$ cat config.mk
export PLATFORM = sky130hd
export DESIGN_NAME = shift_sequencer_flat
export DESIGN_NICKNAME = d
export VERILOG_FILES = /design/src/rtl/shift_sequencer_if.sv /design/src/rtl/shift_sequencer.sv /design/src/flat_wrapper.sv
export SDC_FILE = /design/constraint.sdc
export NUM_CORES = 1
export LEC_CHECK = 0
export ABC_CLOCK_PERIOD_IN_PS = 5600
export BUFFER_PORTS_ARGS = -buffer_cell sky130_fd_sc_hd__buf_2
export CAP_MARGIN = 20
export CORE_MARGIN = 4
export CORE_UTILIZATION = 35
export CTS_BUF_LIST = sky130_fd_sc_hd__clkbuf_8
export CTS_CLUSTER_DIAMETER = 100
export DETAILED_ROUTE_END_ITERATION = 16
export MAX_ROUTING_LAYER = met4
export SLEW_MARGIN = 0
export SYNTH_ARGS = -nofsm -noshare
export SYNTH_HDL_FRONTEND = slang
export SYNTH_SLANG_ARGS = --single-unit
$ cat constraint.sdc
create_clock -name clk -period 5.6 [get_ports clk]
set_input_delay 0.84 -clock clk [delete_from_list [all_inputs] [get_ports clk]]
set_output_delay 0.84 -clock clk [all_outputs]
set_load 0.01 [all_outputs]
$ cat src/rtl/shift_sequencer_if.sv
// shift_sequencer_if: job request and result handshake bundle for the shift sequencer
interface shift_sequencer_if;
    logic        in_valid;
    logic        in_ready;
    logic [1:0]  shiftType;
    logic [7:0]  shiftAmt;
    logic [31:0] rmData;
    logic        carryIn;
    logic        out_valid;
    logic        out_ready;
    logic [31:0] shiftedData;
    logic        carryOut;
    modport master (
        output in_valid, shiftType, shiftAmt, rmData, carryIn, out_ready,
        input  in_ready, out_valid, shiftedData, carryOut
    );
    modport slave (
        input  in_valid, shiftType, shiftAmt, rmData, carryIn, out_ready,
        output in_ready, out_valid, shiftedData, carryOut
    );
endinterface

$ cat src/rtl/shift_sequencer.sv
// shift_sequencer: multi-cycle register-amount shifter feeding ALU operand 2
module shift_sequencer #(
    parameter int STEP = 4
) (
    input  logic              clk,
    input  logic              reset,
    input  logic              abort,
    output logic              busy,
    shift_sequencer_if.slave  bus
);
    typedef enum logic [1:0] {IDLE, SHIFT, DONE} state_t;
    state_t      state_q, state_d;
    logic [31:0] data_q, data_d, step_data;
    logic [1:0]  type_q, type_d;
    logic        carry_q, carry_d, step_carry;
    logic [5:0]  rem_q, rem_d, take, acc_rem;
    assign take = (rem_q < 6'(STEP)) ? rem_q : 6'(STEP);
    assign acc_rem = (bus.shiftType == 2'b11)
        ? ((bus.shiftAmt == 8'd0) ? 6'd0 : (bus.shiftAmt[4:0] == 5'd0) ? 6'd32 : {1'b0, bus.shiftAmt[4:0]})
        : ((bus.shiftAmt > 8'd33) ? 6'd33 : bus.shiftAmt[5:0]);
    // One step: up to STEP single-bit shifts, stopping once the remaining amount is used up
    always_comb begin
        step_data  = data_q;
        step_carry = carry_q;
        for (int i = 0; i < STEP; i++) begin
            if (6'(i) < rem_q) begin
                step_carry = (type_q == 2'b00) ? step_data[31] : step_data[0];
                step_data  = (type_q == 2'b00) ? {step_data[30:0], 1'b0}
                           : {(type_q == 2'b10) ? step_data[31] : (type_q == 2'b11) ? step_data[0] : 1'b0,
                              step_data[31:1]};
            end
        end
    end
    // Next-state: abort wins, then accept in IDLE, iterate in SHIFT, release on handshake in DONE
    always_comb begin
        state_d = state_q;
        data_d  = data_q;
        type_d  = type_q;
        carry_d = carry_q;
        rem_d   = rem_q;
        if (abort) begin
            state_d = IDLE;
        end else if (state_q == IDLE && bus.in_valid) begin
            data_d  = bus.rmData;
            type_d  = bus.shiftType;
            carry_d = bus.carryIn;
            rem_d   = acc_rem;
            state_d = (acc_rem == 6'd0) ? DONE : SHIFT;
        end else if (state_q == SHIFT) begin
            data_d  = step_data;
            carry_d = step_carry;
            rem_d   = rem_q - take;
            state_d = (rem_q == take) ? DONE : SHIFT;
        end else if (state_q == DONE && bus.out_ready) begin
            state_d = IDLE;
        end
    end
    // State and datapath registers
    always_ff @(posedge clk or negedge reset) begin
        if (!reset) begin
            state_q <= IDLE;
            data_q  <= '0;
            type_q  <= '0;
            carry_q <= 1'b0;
            rem_q   <= '0;
        end else begin
            state_q <= state_d;
            data_q  <= data_d;
            type_q  <= type_d;
            carry_q <= carry_d;
            rem_q   <= rem_d;
        end
    end
    assign bus.in_ready    = (state_q == IDLE);
    assign bus.out_valid   = (state_q == DONE);
    assign bus.shiftedData = data_q;
    assign bus.carryOut    = carry_q;
    assign busy            = (state_q != IDLE);
endmodule
$ cat src/flat_wrapper.sv
// flat-port wrapper written by rule: the top's interface ports become plain ports
module shift_sequencer_flat 
#(
    parameter int STEP = 4
)
  (clk, reset, abort, busy, bus_in_valid, bus_shiftType, bus_shiftAmt, bus_rmData, bus_carryIn, bus_out_ready, bus_in_ready, bus_out_valid, bus_shiftedData, bus_carryOut);
  shift_sequencer_if bus_i ();
  input  logic clk;
  input  logic reset;
  input  logic abort;
  output logic busy;
  input wire logic [$bits(bus_i.in_valid)-1:0] bus_in_valid;
  input wire logic [$bits(bus_i.shiftType)-1:0] bus_shiftType;
  input wire logic [$bits(bus_i.shiftAmt)-1:0] bus_shiftAmt;
  input wire logic [$bits(bus_i.rmData)-1:0] bus_rmData;
  input wire logic [$bits(bus_i.carryIn)-1:0] bus_carryIn;
  input wire logic [$bits(bus_i.out_ready)-1:0] bus_out_ready;
  output wire logic [$bits(bus_i.in_ready)-1:0] bus_in_ready;
  output wire logic [$bits(bus_i.out_valid)-1:0] bus_out_valid;
  output wire logic [$bits(bus_i.shiftedData)-1:0] bus_shiftedData;
  output wire logic [$bits(bus_i.carryOut)-1:0] bus_carryOut;
  assign bus_i.in_valid = bus_in_valid;
  assign bus_i.shiftType = bus_shiftType;
  assign bus_i.shiftAmt = bus_shiftAmt;
  assign bus_i.rmData = bus_rmData;
  assign bus_i.carryIn = bus_carryIn;
  assign bus_i.out_ready = bus_out_ready;
  assign bus_in_ready = bus_i.in_ready;
  assign bus_out_valid = bus_i.out_valid;
  assign bus_shiftedData = bus_i.shiftedData;
  assign bus_carryOut = bus_i.carryOut;
  shift_sequencer #(.STEP(STEP)) u_core (.clk(clk), .reset(reset), .abort(abort), .busy(busy), .bus(bus_i));
endmodule
# Word level (Yosys, flattened, before mapping)

Index checks and enable logic that the tools add are counted.

Register bits after elaboration: 43
Memories: 0
Bits in latches: 0
Output and inout port bits: 36
Memory bits (read-only): 0
Memory bits (writable): 0

Divide/modulo/power cells: 0
Shift operators: 0
Multiplexer cells: 41
Bitwise gates (word level): 1
$mul: 0
Reductions and logical operators: 14
Add/subtract/negate cells: 1
Eq/ne operators: 6
Order comparisons: 6

Operators by type and width:

| cell               | number |
|---|---|
| $mux 32            | 10 |
| $mux 6             | 7 |
| $mux 1             | 18 |
| $lt 1x6->1 const A | 2 |
| $lt 2x6->1 const A | 2 |
| $mux 2             | 6 |
| $eq 2x2->1 const B | 4 |
| $gt 8x6->1 const B | 1 |
| $logic_not 8->1    | 1 |
| $eq 6x6->1         | 1 |
| $logic_not 6->1    | 1 |
| $lt 6x3->1 const B | 1 |
| $sub 6x6->6        | 1 |
| $logic_not 5->1    | 1 |
| $reduce_bool 5->1  | 1 |
| $logic_not 2->1    | 2 |
| $reduce_and 2->1   | 2 |
| $reduce_bool 2->1  | 2 |
| $reduce_bool 4->1  | 1 |
| $reduce_and 3->1   | 1 |
| $eq 2x1->1 const B | 1 |
| $logic_and 1x1->1  | 2 |
| $not 1->1          | 1 |

# Depth between registers and ports, before layout

Gate-level depths: netlist of run 1.

Depth in word-level cells: 19
Mapped depth: 12
Mapped depth without buffers: 8

# Least setup slack after synthesis of run 1

Ideal clock, no wire load.

Path kind: reg2reg
Start: register u_core.rem_q[2]
End: register u_core.rem_q[2]
Clock period less this slack: 2321 ps
Arrival time: 2185 ps
Cell stages (with the launch flop): 13
Required time: 5464 ps
Slack: 3279 ps
Buffers on the path: 4
Setup time: 136 ps
Cell sequence: dfrtp_1 -> buf_2 -> or4_4 -> buf_6 -> buf_6 -> clkbuf_1 -> nand2_1 -> ha_1 -> o21ai_0 -> nand3_1 -> a21oi_1 -> a31oi_1 -> o21ai_0

Longest elaborated chain between the ends: 5

RTL lines:

| item                   | line                  | text |
|---|---|---|
| start, declared        | shift_sequencer.sv:16 | `logic [5:0] rem_q, rem_d, take, acc_rem;` |
| start signal, assigned | shift_sequencer.sv:71 | `rem_q <= rem_d;` |
| $lt 6x3->1             | shift_sequencer.sv:17 | `assign take = (rem_q < 6'(STEP)) ? rem_q : 6'(STEP);` |
| $mux 6                 | shift_sequencer.sv:17 |  |
| $sub 6x6->6 (*)        | shift_sequencer.sv:52 | `rem_d = rem_q - take;` |
| $mux 6 (*)             | shift_sequencer.sv:49 | `end else if (state_q == SHIFT) begin` |
| $mux 6 (*)             | shift_sequencer.sv:43 | `end else if (state_q == IDLE && bus.in_valid) begin` |

Mark *: on every way between the ends. The rest lies on a longest branch, timed or not. The select of a mux whose other input is x is not followed.
A chain may end at the register's enable or synchronous reset.

# Worst setup path in the final report of run 1

Start: register u_core.rem_q[3]
End: register u_core.data_q[17], in the netlist u_core.bus.shiftedData[17]

Longest elaborated chain between the ends: 10

RTL lines:

| item                 | line                  | text |
|---|---|---|
| $lt 1x6->1           | shift_sequencer.sv:26 | `if (6'(i) < rem_q) begin` |
| $mux 32              | shift_sequencer.sv:26 |  |
| $mux 32              | shift_sequencer.sv:28 | `step_data = (type_q == 2'b00) ? {step_data[30:0], 1'b0}` |
| $mux 32              | shift_sequencer.sv:26 |  |
| $mux 32              | shift_sequencer.sv:28 |  |
| $mux 32              | shift_sequencer.sv:26 |  |
| $mux 32              | shift_sequencer.sv:28 |  |
| $mux 32 (*)          | shift_sequencer.sv:26 |  |
| $mux 32 (*)          | shift_sequencer.sv:49 |  |
| $mux 32 (*)          | shift_sequencer.sv:43 |  |
| end signal, assigned | shift_sequencer.sv:68 | `data_q <= data_d;` |
| end, declared        | shift_sequencer.sv:13 | `logic [31:0] data_q, data_d, step_data;` |

Marks and branches as above.

==> impl_metrics.py, run 1 <==
metrics = {
    "clock_network": {
        "cts_buffer_depth": 2,
        "cts_tree": "done",
        "cts_max_level": 2,
        "clock_insertion_delay_worst_skew_ns": 0.33,
        "cts.repair.resized": 0,
        "cts-root-buf": "sky130_fd_sc_hd__clkbuf_8",
        "post_cts_setup_buffer_count": 0,
        "tritoncts.num_buffers": 5,
        "numClockSinks": 43,
        "ctsHoldBuffers": 0,
        "path_clk_slew_ns": 0.10,
    },
    "synthesis": {
        "synth_enable_flop_cells": 0,
        "netlist-cell-type-count": 72,
        "commonest_register_cell_after_synthesis": "sky130_fd_sc_hd__dfrtp_1",
        "synth_nets": 699,
        "share_of_flip_flops_with_an_asynchronous_set_or_reset_after_synthesis_pct": 100,
        "post_synth.cell_area_avg_sq_um": 7.03,
        "synth_area_sq_mm": 0.00457,
        "yosysWarningCount": 0,
        "netlist_instances": 650,
        "ys_seq_elements": 43,
        "ys_seq_area_share_pct": 23.5,
    },
    "worst_setup_path": {
        "critPathCapture": "u_core.bus.shiftedData[17]$_DFFE_PN0P_",
        "crit_path_max_incr_delay_ns": 0.85,
        "crit_required_ns": 5.82,
        "cp_cell_sequence": "or4_4 > nor2_4 > o21ai_0 > a211o_1 > a211oi_1 > o21ai_1",
        "critPathLaunchType": "flop",
        "critical_path.reg2reg.startpoint": "u_core.rem_q[3]$_DFFE_PN0P_",
        "path_class": "flop to flop",
        "arrival_ns": 3.43,
        "crit_slowest_cell": "sky130_fd_sc_hd__or4_4",
        "critPathMaxFanout": 38,
        "critical_path.reg2reg.endpoint": "u_core.bus.shiftedData[17]$_DFFE_PN0P_",
        "rrSetupSlack_ns": 2.39,
        "reg2reg_depth": 6,
        "critPathLaunch": "u_core.rem_q[3]$_DFFE_PN0P_",
        "crit_path_end_kind": "flop",
    },
    "drt": {
        "wl_per_cell_um": 22.8,
        "drt_drc_violations_left": 0,
        "detail_route.wirelength_um": 19700,
        "post_drt_via_cell_ratio": 6.70,
        "ant_nets": 0,
        "drt_iter0_drc": 781,
        "num_vias": 5772,
        "drt_pre_antenna_iters": 6,
    },
    "global_route": {
        "vias_in_the_first_global_route": 5448,
        "grt_start_max_net_pins": 44,
        "global_route.overflow_total": 0,
        "global_route_wire_length_before_repair_um": 30700,
        "grt.total_usage_pct": 26.7,
        "grt_antenna_before_repair": 0,
    },
    "hold_path": {
        "worst_min_delay_path_category": "primary input to asynchronous set/reset pin",
    },
    "cells_and_area": {
        "layout.cells.most_common": "sky130_fd_sc_hd__nand2_1",
        "footprint_of_the_multi_input_gates_sq_mm": 0.00319,
        "fillerInstances": 1407,
        "antenna-diode-count": 0,
        "layout_common_cells": "sky130_fd_sc_hd__nand2_1 (84), sky130_fd_sc_hd__buf_2 (83), sky130_fd_sc_hd__nor2_1 (66)",
        "num-nets-final": 738,
        "layout-drive-gt1-share_pct": 19.6,
        "area.sequential_sq_mm": 0.00108,
        "syn_to_final_growth_pct": 11.9,
    },
    "timing": {
        "worst_clock_skew_ns": 0.0159,
        "setup-tns-final_ns": 0,
        "tightestPinTransition_ns": 1.17,
        "timing.final.max_slew_violations": 0,
        "timing.fmax_mhz": 311,
        "setup_slack_ns": 2.39,
        "finalHoldViolations": 0,
        "layout_min_cycle_time_ns": 3.21,
        "grt_setup_unrepaired": "false",
        "max_slew_margin_vs_limit_pct": 21.7,
        "report.final.setup_viol": 0,
        "timing.final.crit_share_pct": 57.4,
    },
    "floorplan": {
        "num_io_pins": 84,
        "die_area_sq_mm": 0.0149,
        "die_width_um": 122,
        "die-height_um": 122,
        "placement_rows": 41,
        "initial_core_util_pct": 35.9,
        "placeableCoreArea_sq_mm": 0.0127,
    },
    "place": {
        "placement.io_buffers": 83,
        "dp_hpwl_um": 13100,
        "worst_slack_placed_ns": 2.53,
        "globalplace.congestion": 0.951,
    },
    "power": {
        "power.leakage_nw": 1.98,
        "worst_ir_drop_vdd_mv": 0.282,
        "pwr_density_cell_mw_per_mm2": 665,
    },
    "run": {
        "drv_cap": 0,
    },
    "status": {
        "status": "completed",
    },
}
logic make-up (layout without fill, tap and decap cells):
logic type	count (synthesis)	in the layout	share of synthesized area, %
compound gates	289	289	41.5
other cells	1	1	0.0821
buf+inv	70	110	6.79
mux	11	11	3.01
flops	43	43	23.5
simple gates	235	235	24.8
fa+ha+maj	1	1	0.274
how the worst min path moves through the flow:
stage,endpoint,slack (ns),depth (start not counted)
6_report,u_core.bus.shiftedData[18]$_DFFE_PN0P_,0.42,1
5_1_grt,u_core.bus.shiftedData[22]$_DFFE_PN0P_,0.46,1
4_1_cts,u_core.bus.carryOut$_DFFE_PN0P_,0.62,2
3_5_place_dp,u_core.bus.carryOut$_DFFE_PN0P_,0.58,2
3_3_place_gp,u_core.bus.carryOut$_DFFE_PN0P_,0.59,2
2_1_floorplan,u_core.bus.carryOut$_DFFE_PN0P_,0.54,0
final cells by class:
cell class,instances,share of cell area [%]
Tap cell,172,4.21
Clock buffer,5,1.35
Timing Repair Buffer,95,10.1
Multi-Input combinational cell,537,62.4
Sequential cell,43,21.0
Clock inverter,3,0.318
Inverter,7,0.514
worst max-delay path, delay by kind of cell, from the launching register on:
family | cells | cell delay, ns
AO/OA/AOI/OAI | 4 | 1.10
flip-flops | 1 | 0.49
AND/OR/NAND/NOR | 2 | 1.49
sequential cells by signal (all words and copies together) (netlist names):
signal	flops
u_core.bus.carryOut	1
u_core.type_q	2
u_core.state_q	2
u_core.rem_q	6
u_core.bus.shiftedData	32
per-stage QoR:
step	total power, mW	hold slack, ns	utilization (%)	instance area [sq um]	instances
global route	3.62	0.458	40.2	5110	862
CTS	3.31	0.619	40.0	5090	861
detailed placement	3.08	0.580	39.4	5010	853
finish	3.40	0.423	40.2	5110	862
global placement	3.07	0.590	39.4	5010	853
floorplan	2.40	0.544	-	4570	650
synth_stat cells, types with 6 or more instances:
master | count | area, sq um
sky130_fd_sc_hd__nand2_1 | 84 | 315
sky130_fd_sc_hd__nand3_1 | 21 | 105
sky130_fd_sc_hd__o22ai_1 | 20 | 125
sky130_fd_sc_hd__o21ai_1 | 16 | 80.1
sky130_fd_sc_hd__a211o_1 | 6 | 52.6
sky130_fd_sc_hd__clkbuf_1 | 36 | 135
sky130_fd_sc_hd__mux2i_1 | 7 | 70.1
sky130_fd_sc_hd__nor2_1 | 66 | 248
sky130_fd_sc_hd__a311oi_1 | 9 | 78.8
sky130_fd_sc_hd__buf_2 | 14 | 70.1
sky130_fd_sc_hd__a31oi_1 | 30 | 188
sky130_fd_sc_hd__buf_1 | 9 | 33.8
sky130_fd_sc_hd__nor3_1 | 9 | 45.0
sky130_fd_sc_hd__o21ai_0 | 49 | 245
sky130_fd_sc_hd__a211oi_1 | 27 | 203
sky130_fd_sc_hd__a22oi_1 | 6 | 45.0
sky130_fd_sc_hd__o211ai_1 | 10 | 75.1
sky130_fd_sc_hd__dfrtp_1 | 43 | 1080
sky130_fd_sc_hd__inv_1 | 7 | 26.3
sky130_fd_sc_hd__a21oi_1 | 61 | 305
report_power, final:
group          internal, mW  total [mW]  switching, mW
combinational         0.842        2.39           1.54
sequential            0.446       0.799          0.353
clock                0.0858       0.215          0.129
total                  1.37        3.40           2.03
metal layers:
metal | global-route usage [%] | wire, um | vias up
met4 | 8.82 | 512 | 0
met3 | 4.98 | 2390 | 54
met2 | 40.1 | 8780 | 477
met1 | 36.4 | 7970 | 2675
met5 | - | 0 | -
li1 | - | - | 2566
(Power assumes the default switching activity.)
==> inputs of run 2 (changes only) <==
--- a/config.mk
+++ b/config.mk
@@ -5,7 +5,7 @@
 export SDC_FILE = /design/constraint.sdc
 export NUM_CORES = 1
 export LEC_CHECK = 0
-export ABC_CLOCK_PERIOD_IN_PS = 5600
+export ABC_CLOCK_PERIOD_IN_PS = 3000
 export BUFFER_PORTS_ARGS = -buffer_cell sky130_fd_sc_hd__buf_2
 export CAP_MARGIN = 20
 export CORE_MARGIN = 4
==> constraint.sdc (replaced) <==
create_clock -name clk -period 3 [get_ports clk]
set_input_delay 0.45 -clock clk [delete_from_list [all_inputs] [get_ports clk]]
set_output_delay 0.45 -clock clk [all_outputs]
set_load 0.01 [all_outputs]
==> impl_metrics.py, run 2 (synthesis gave the netlist of run 1 again) <==
metrics = {
    "power": {
        "power.leakage_nw": 2.11,
        "post-layout-total-power_mw": 6.61,
        "pwr_density_cell_mw_per_mm2": 1240,
        "worst_ir_drop_vdd_mv": 0.617,
    },
    "timing": {
        "max_slew_margin_vs_limit_pct": 39.3,
        "timing.final.crit_share_pct": 86.6,
        "tightestPinTransition_ns": 0.910,
        "setup_slack_ns": 0.403,
        "worst_clock_skew_ns": 0.0146,
        "report.final.setup_viol": 0,
        "setup-tns-final_ns": 0,
        "layout_min_cycle_time_ns": 2.60,
        "grt_setup_unrepaired": "false",
        "finalHoldWorstSlack_ns": 0.0733,
        "timing.fmax_mhz": 385,
        "timing.final.max_slew_violations": 0,
        "finalHoldViolations": 0,
    },
    "cells_and_area": {
        "layout-drive-gt1-share_pct": 22.4,
        "syn_to_final_growth_pct": 16.6,
        "num-nets-final": 762,
        "layout.cells.most_common": "sky130_fd_sc_hd__nand2_1",
        "area.sequential_sq_mm": 0.00108,
        "antenna-diode-count": 0,
        "postLayoutCellArea_sq_mm": 0.00533,
        "largest_reg_flops": 32,
        "layout_common_cells": "sky130_fd_sc_hd__nand2_1 (84), sky130_fd_sc_hd__buf_2 (83), sky130_fd_sc_hd__nor2_1 (66)",
        "stdcell_count": 886,
        "fillerInstances": 1401,
        "footprint_of_the_multi_input_gates_sq_mm": 0.00319,
        "final_cell_utilization_of_the_core_pct": 41.9,
    },
    "worst_setup_path": {
        "path_class": "flop to flop",
        "critPathMaxFanout": 10,
        "crit_required_ns": 3.21,
        "worst-path-buf-inv": 1,
        "arrival_ns": 2.80,
        "crit_path_max_incr_delay_ns": 0.67,
        "crit_slowest_cell": "sky130_fd_sc_hd__or4_4",
        "cp_cell_sequence": "or4_4 > buf_4 > nor2_4 > o21ai_0 > a211o_1 > a211oi_1 > o21ai_1",
        "crit_path_end_kind": "flop",
        "critPathLaunchType": "flop",
        "rrSetupSlack_ns": 0.40,
        "path_delay_family": "simple AND/OR/NAND/NOR gates",
    },
    "drt": {
        "detail_route.wirelength_um": 20300,
        "drt_drc_violations_left": 0,
        "ant_nets": 0,
        "num_vias": 5777,
        "routed.top_layer": "met4",
        "drt_iter0_drc": 837,
        "routed_wire_length_on_met3_um": 2100,
        "post_drt_via_cell_ratio": 6.52,
        "drt_pre_antenna_iters": 5,
        "route.layer.met1.wl_um": 8640,
        "dr_wl_met2_um": 9050,
        "wl_per_cell_um": 22.9,
    },
    "global_route": {
        "grt_start_max_net_pins": 54,
        "global_route_wire_length_before_repair_um": 31700,
        "grt.total_usage_pct": 28.0,
        "global_route.overflow_total": 0,
        "vias_in_the_first_global_route": 5529,
        "grt_antenna_before_repair": 0,
    },
    "clock_network": {
        "cts_max_level": 2,
        "clock_insertion_delay_worst_skew_ns": 0.34,
        "ctsHoldBuffers": 0,
        "cts_buffer_depth": 2,
        "path_clk_slew_ns": 0.10,
        "tritoncts.num_buffers": 5,
        "cts-root-buf": "sky130_fd_sc_hd__clkbuf_8",
        "post_cts_setup_buffer_count": 0,
        "cts_tree": "done",
        "cts.repair.resized": 0,
        "numClockSinks": 43,
    },
    "run": {
        "drv_cap": 0,
    },
    "place": {
        "post_dp_cell_area_sq_mm": 0.00522,
        "dp_hpwl_um": 14200,
        "placement.io_buffers": 83,
        "worst_slack_placed_ns": 0.328,
        "globalplace.congestion": 0.994,
        "numPlacedInstances": 876,
    },
    "floorplan": {
        "die_area_sq_mm": 0.0149,
        "die_width_um": 122,
        "num_io_pins": 84,
        "initial_core_util_pct": 35.9,
        "placeableCoreArea_sq_mm": 0.0127,
        "placement_rows": 41,
        "die-height_um": 122,
    },
    "status": {
        "status": "completed",
    },
    "hold_path": {
        "worst_min_delay_path_category": "primary input to asynchronous set/reset pin",
    },
}
-- run 2: final timing paths --
path,from,to,cells after the start
min,reset,u_core.bus.shiftedData[22]$_DFFE_PN0P_,1
min in group clk,bus_rmData[24],u_core.bus.shiftedData[24]$_DFFE_PN0P_,3
max in group asynchronous,reset,u_core.bus.shiftedData[4]$_DFFE_PN0P_,2
max,u_core.rem_q[3]$_DFFE_PN0P_,u_core.bus.shiftedData[17]$_DFFE_PN0P_,7
max reg2reg,u_core.rem_q[3]$_DFFE_PN0P_,u_core.bus.shiftedData[17]$_DFFE_PN0P_,7
min reg2reg,u_core.type_q[1]$_DFFE_PN0P_,u_core.type_q[1]$_DFFE_PN0P_,2
-- run 2: cell type report --
cell class | count | area share, %
Multi-Input combinational cell | 537 | 59.9
Timing Repair Buffer | 119 | 13.8
Inverter | 7 | 0.493
Sequential cell | 43 | 20.2
Clock buffer | 5 | 1.29
Tap cell | 172 | 4.04
Clock inverter | 3 | 0.282
-- run 2: worst reg2reg max path: cells and delay by family (launching register included) --
| family | cells | cell delay, ns |
|---|---|---|
| buffers and inverters | 1 | 0.23 |
| AND/OR/NAND/NOR | 2 | 0.90 |
| AO/OA/AOI/OAI | 4 | 0.85 |
| flip-flops | 1 | 0.49 |
-- run 2: routing by layer --
| metal | up-vias | track usage [%] |
|---|---|---|
| met4 | 0 | 8.82 |
| li1 | 2599 | - |
| met5 | - | - |
| met2 | 384 | 41.8 |
| met3 | 53 | 6.87 |
| met1 | 2741 | 37.5 |
-- run 2: power by group --
group	internal, mW	switching, mW	total (mW)
logic	1.77	2.95	4.72
clock network	0.160	0.249	0.410
registers	0.834	0.653	1.49
total	2.76	3.85	6.61
==> inputs of run 3 (changes only) <==
--- a/config.mk
+++ b/config.mk
@@ -5,12 +5,10 @@
 export SDC_FILE = /design/constraint.sdc
 export NUM_CORES = 1
 export LEC_CHECK = 0
-export ABC_CLOCK_PERIOD_IN_PS = 3000
 export BUFFER_PORTS_ARGS = -buffer_cell sky130_fd_sc_hd__buf_2
 export CAP_MARGIN = 20
 export CORE_MARGIN = 4
 export CORE_UTILIZATION = 35
-export CTS_BUF_LIST = sky130_fd_sc_hd__clkbuf_8
 export CTS_CLUSTER_DIAMETER = 100
 export DETAILED_ROUTE_END_ITERATION = 16
 export MAX_ROUTING_LAYER = met4
==> impl_metrics.py, run 3 (synthesis gave the netlist of run 1 again) <==
metrics = {
    "cells_and_area": {
        "syn_to_final_growth_pct": 17.9,
        "num-nets-final": 762,
        "layout-drive-gt1-share_pct": 22.4,
        "area.sequential_sq_mm": 0.00108,
        "layout_common_cells": "sky130_fd_sc_hd__nand2_1 (84), sky130_fd_sc_hd__buf_2 (83), sky130_fd_sc_hd__nor2_1 (66)",
        "layout.cells.most_common": "sky130_fd_sc_hd__nand2_1",
        "footprint_of_the_multi_input_gates_sq_mm": 0.00319,
        "largest_reg_flops": 32,
        "fillerInstances": 1392,
        "antenna-diode-count": 0,
    },
    "drt": {
        "drt_iter0_drc": 834,
        "wl_per_cell_um": 22.8,
        "num_vias": 5769,
        "drt_pre_antenna_iters": 6,
        "post_drt_via_cell_ratio": 6.51,
        "drt_drc_violations_left": 0,
        "detail_route.wirelength_um": 20200,
        "ant_nets": 0,
    },
    "place": {
        "placement.io_buffers": 83,
        "globalplace.congestion": 0.994,
        "dp_hpwl_um": 14200,
    },
    "clock_network": {
        "clock_insertion_delay_worst_skew_ns": 0.30,
        "tritoncts.num_buffers": 5,
        "numClockSinks": 43,
        "cts_max_level": 2,
        "post_cts_setup_buffer_count": 0,
        "path_clk_slew_ns": 0.07,
        "cts_tree": "done",
        "cts.repair.resized": 0,
        "cts_buffer_depth": 2,
        "cts-root-buf": "sky130_fd_sc_hd__clkbuf_16",
        "ctsHoldBuffers": 0,
    },
    "timing": {
        "finalHoldWorstSlack_ns": 0.117,
        "report.final.setup_viol": 0,
        "timing.fmax_mhz": 386,
        "timing.final.crit_share_pct": 86.4,
        "max_slew_margin_vs_limit_pct": 37.6,
        "tightestPinTransition_ns": 0.936,
        "setup-tns-final_ns": 0,
        "grt_setup_unrepaired": "false",
        "finalHoldViolations": 0,
        "layout_min_cycle_time_ns": 2.59,
        "worst_clock_skew_ns": 0.00842,
        "timing.final.max_slew_violations": 0,
    },
    "floorplan": {
        "initial_core_util_pct": 35.9,
        "die_width_um": 122,
        "placement_rows": 41,
        "die_area_sq_mm": 0.0149,
        "num_io_pins": 84,
        "placeableCoreArea_sq_mm": 0.0127,
        "die-height_um": 122,
    },
    "worst_setup_path": {
        "path_delay_family": "simple AND/OR/NAND/NOR gates",
        "critical_path.reg2reg.endpoint": "u_core.bus.shiftedData[17]$_DFFE_PN0P_",
        "crit_path_end_kind": "flop",
        "critPathMaxFanout": 10,
        "crit_slowest_cell": "sky130_fd_sc_hd__or4_4",
        "cp_cell_sequence": "or4_4 > buf_4 > nor2_4 > o21ai_0 > a211o_1 > a211oi_1 > o21ai_1",
        "rrSetupSlack_ns": 0.41,
        "crit_path_max_incr_delay_ns": 0.67,
        "critical_path.reg2reg.startpoint": "u_core.rem_q[3]$_DFFE_PN0P_",
        "critPathLaunchType": "flop",
        "reg2reg_depth": 7,
        "crit_required_ns": 3.17,
        "worst-path-buf-inv": 1,
        "arrival_ns": 2.76,
        "path_class": "flop to flop",
    },
    "global_route": {
        "grt_antenna_before_repair": 0,
        "global_route.overflow_total": 0,
        "grt_start_max_net_pins": 54,
        "vias_in_the_first_global_route": 5513,
        "grt.total_usage_pct": 28.0,
        "global_route_wire_length_before_repair_um": 31700,
    },
    "power": {
        "power.leakage_nw": 2.14,
        "worst_ir_drop_vdd_mv": 0.611,
        "post-layout-total-power_mw": 6.78,
        "pwr_density_cell_mw_per_mm2": 1260,
    },
    "status": {
        "status": "completed",
    },
    "run": {
        "drv_cap": 0,
    },
    "hold_path": {
        "worst_min_delay_path_category": "primary input to asynchronous set/reset pin",
    },
}
[run 3: cell counts in the layout (fill, tap and decap cells not counted)]
Identical to the previous run, type by type.
[run 3: area by class of cell]
type / instances / area share (%)
clock inverter: 3 / 0.279
tap: 172 / 3.99
inverter: 7 / 0.488
sequential: 43 / 20.0
timing repair buffer: 119 / 13.7
multi-input combinational: 537 / 59.2
clock buffer: 5 / 2.32
[run 3: worst register-to-register path, cell delays in order (launching register included)]
cell and delay (ns):
sky130_fd_sc_hd__dfrtp_1 0.48, sky130_fd_sc_hd__or4_4 0.67, sky130_fd_sc_hd__buf_4 0.24, sky130_fd_sc_hd__nor2_4 0.24
sky130_fd_sc_hd__o21ai_0 0.15, sky130_fd_sc_hd__a211o_1 0.33, sky130_fd_sc_hd__a211oi_1 0.25, sky130_fd_sc_hd__o21ai_1 0.12
[run 3: metrics by stage]
stage          cells  util, %  worst slack [ns]  instance area, sq um
2_1_floorplan    650        -             0.679                  4570
3_3_place_gp     876     41.0             0.335                  5220
3_5_place_dp     876     41.0             0.328                  5220
4_1_cts          884     42.1             0.327                  5360
5_1_grt          886     42.4             0.295                  5390
6_report         886     42.4             0.408                  5390
[run 3: worst max-delay path by stage]
stage / from / endpoint / cells past startpoint
final: u_core.rem_q[3]$_DFFE_PN0P_ / u_core.bus.shiftedData[17]$_DFFE_PN0P_ / 7
after CTS: u_core.rem_q[3]$_DFFE_PN0P_ / u_core.bus.shiftedData[31]$_DFFE_PN0P_ / 6
after floorplan: u_core.rem_q[2]$_DFFE_PN0P_ / u_core.rem_q[2]$_DFFE_PN0P_ / 12
after global placement: u_core.rem_q[3]$_DFFE_PN0P_ / u_core.bus.shiftedData[31]$_DFFE_PN0P_ / 6
after global routing: u_core.rem_q[3]$_DFFE_PN0P_ / u_core.bus.shiftedData[10]$_DFFE_PN0P_ / 7
after detailed placement: u_core.rem_q[3]$_DFFE_PN0P_ / u_core.bus.shiftedData[31]$_DFFE_PN0P_ / 6
[run 3: report_power, final]
group | leakage [nW] | switching, mW | internal (mW) | total, mW
Clock | 0.0733 | 0.260 | 0.305 | 0.565
Sequential | 0.501 | 0.657 | 0.835 | 1.49
Combinational | 1.57 | 2.95 | 1.77 | 4.72
Total | 2.14 | 3.86 | 2.91 | 6.78
[run 3: layer usage]
layer | track usage [%] | part of all wire, % | vias to the layer above
met3 | 6.45 | 9.6 | 51
li1 | - | - | 2597
met2 | 41.8 | 45 | 371
met1 | 37.8 | 43 | 2750
met5 | - | 0 | -
met4 | 8.54 | 2.4 | 0
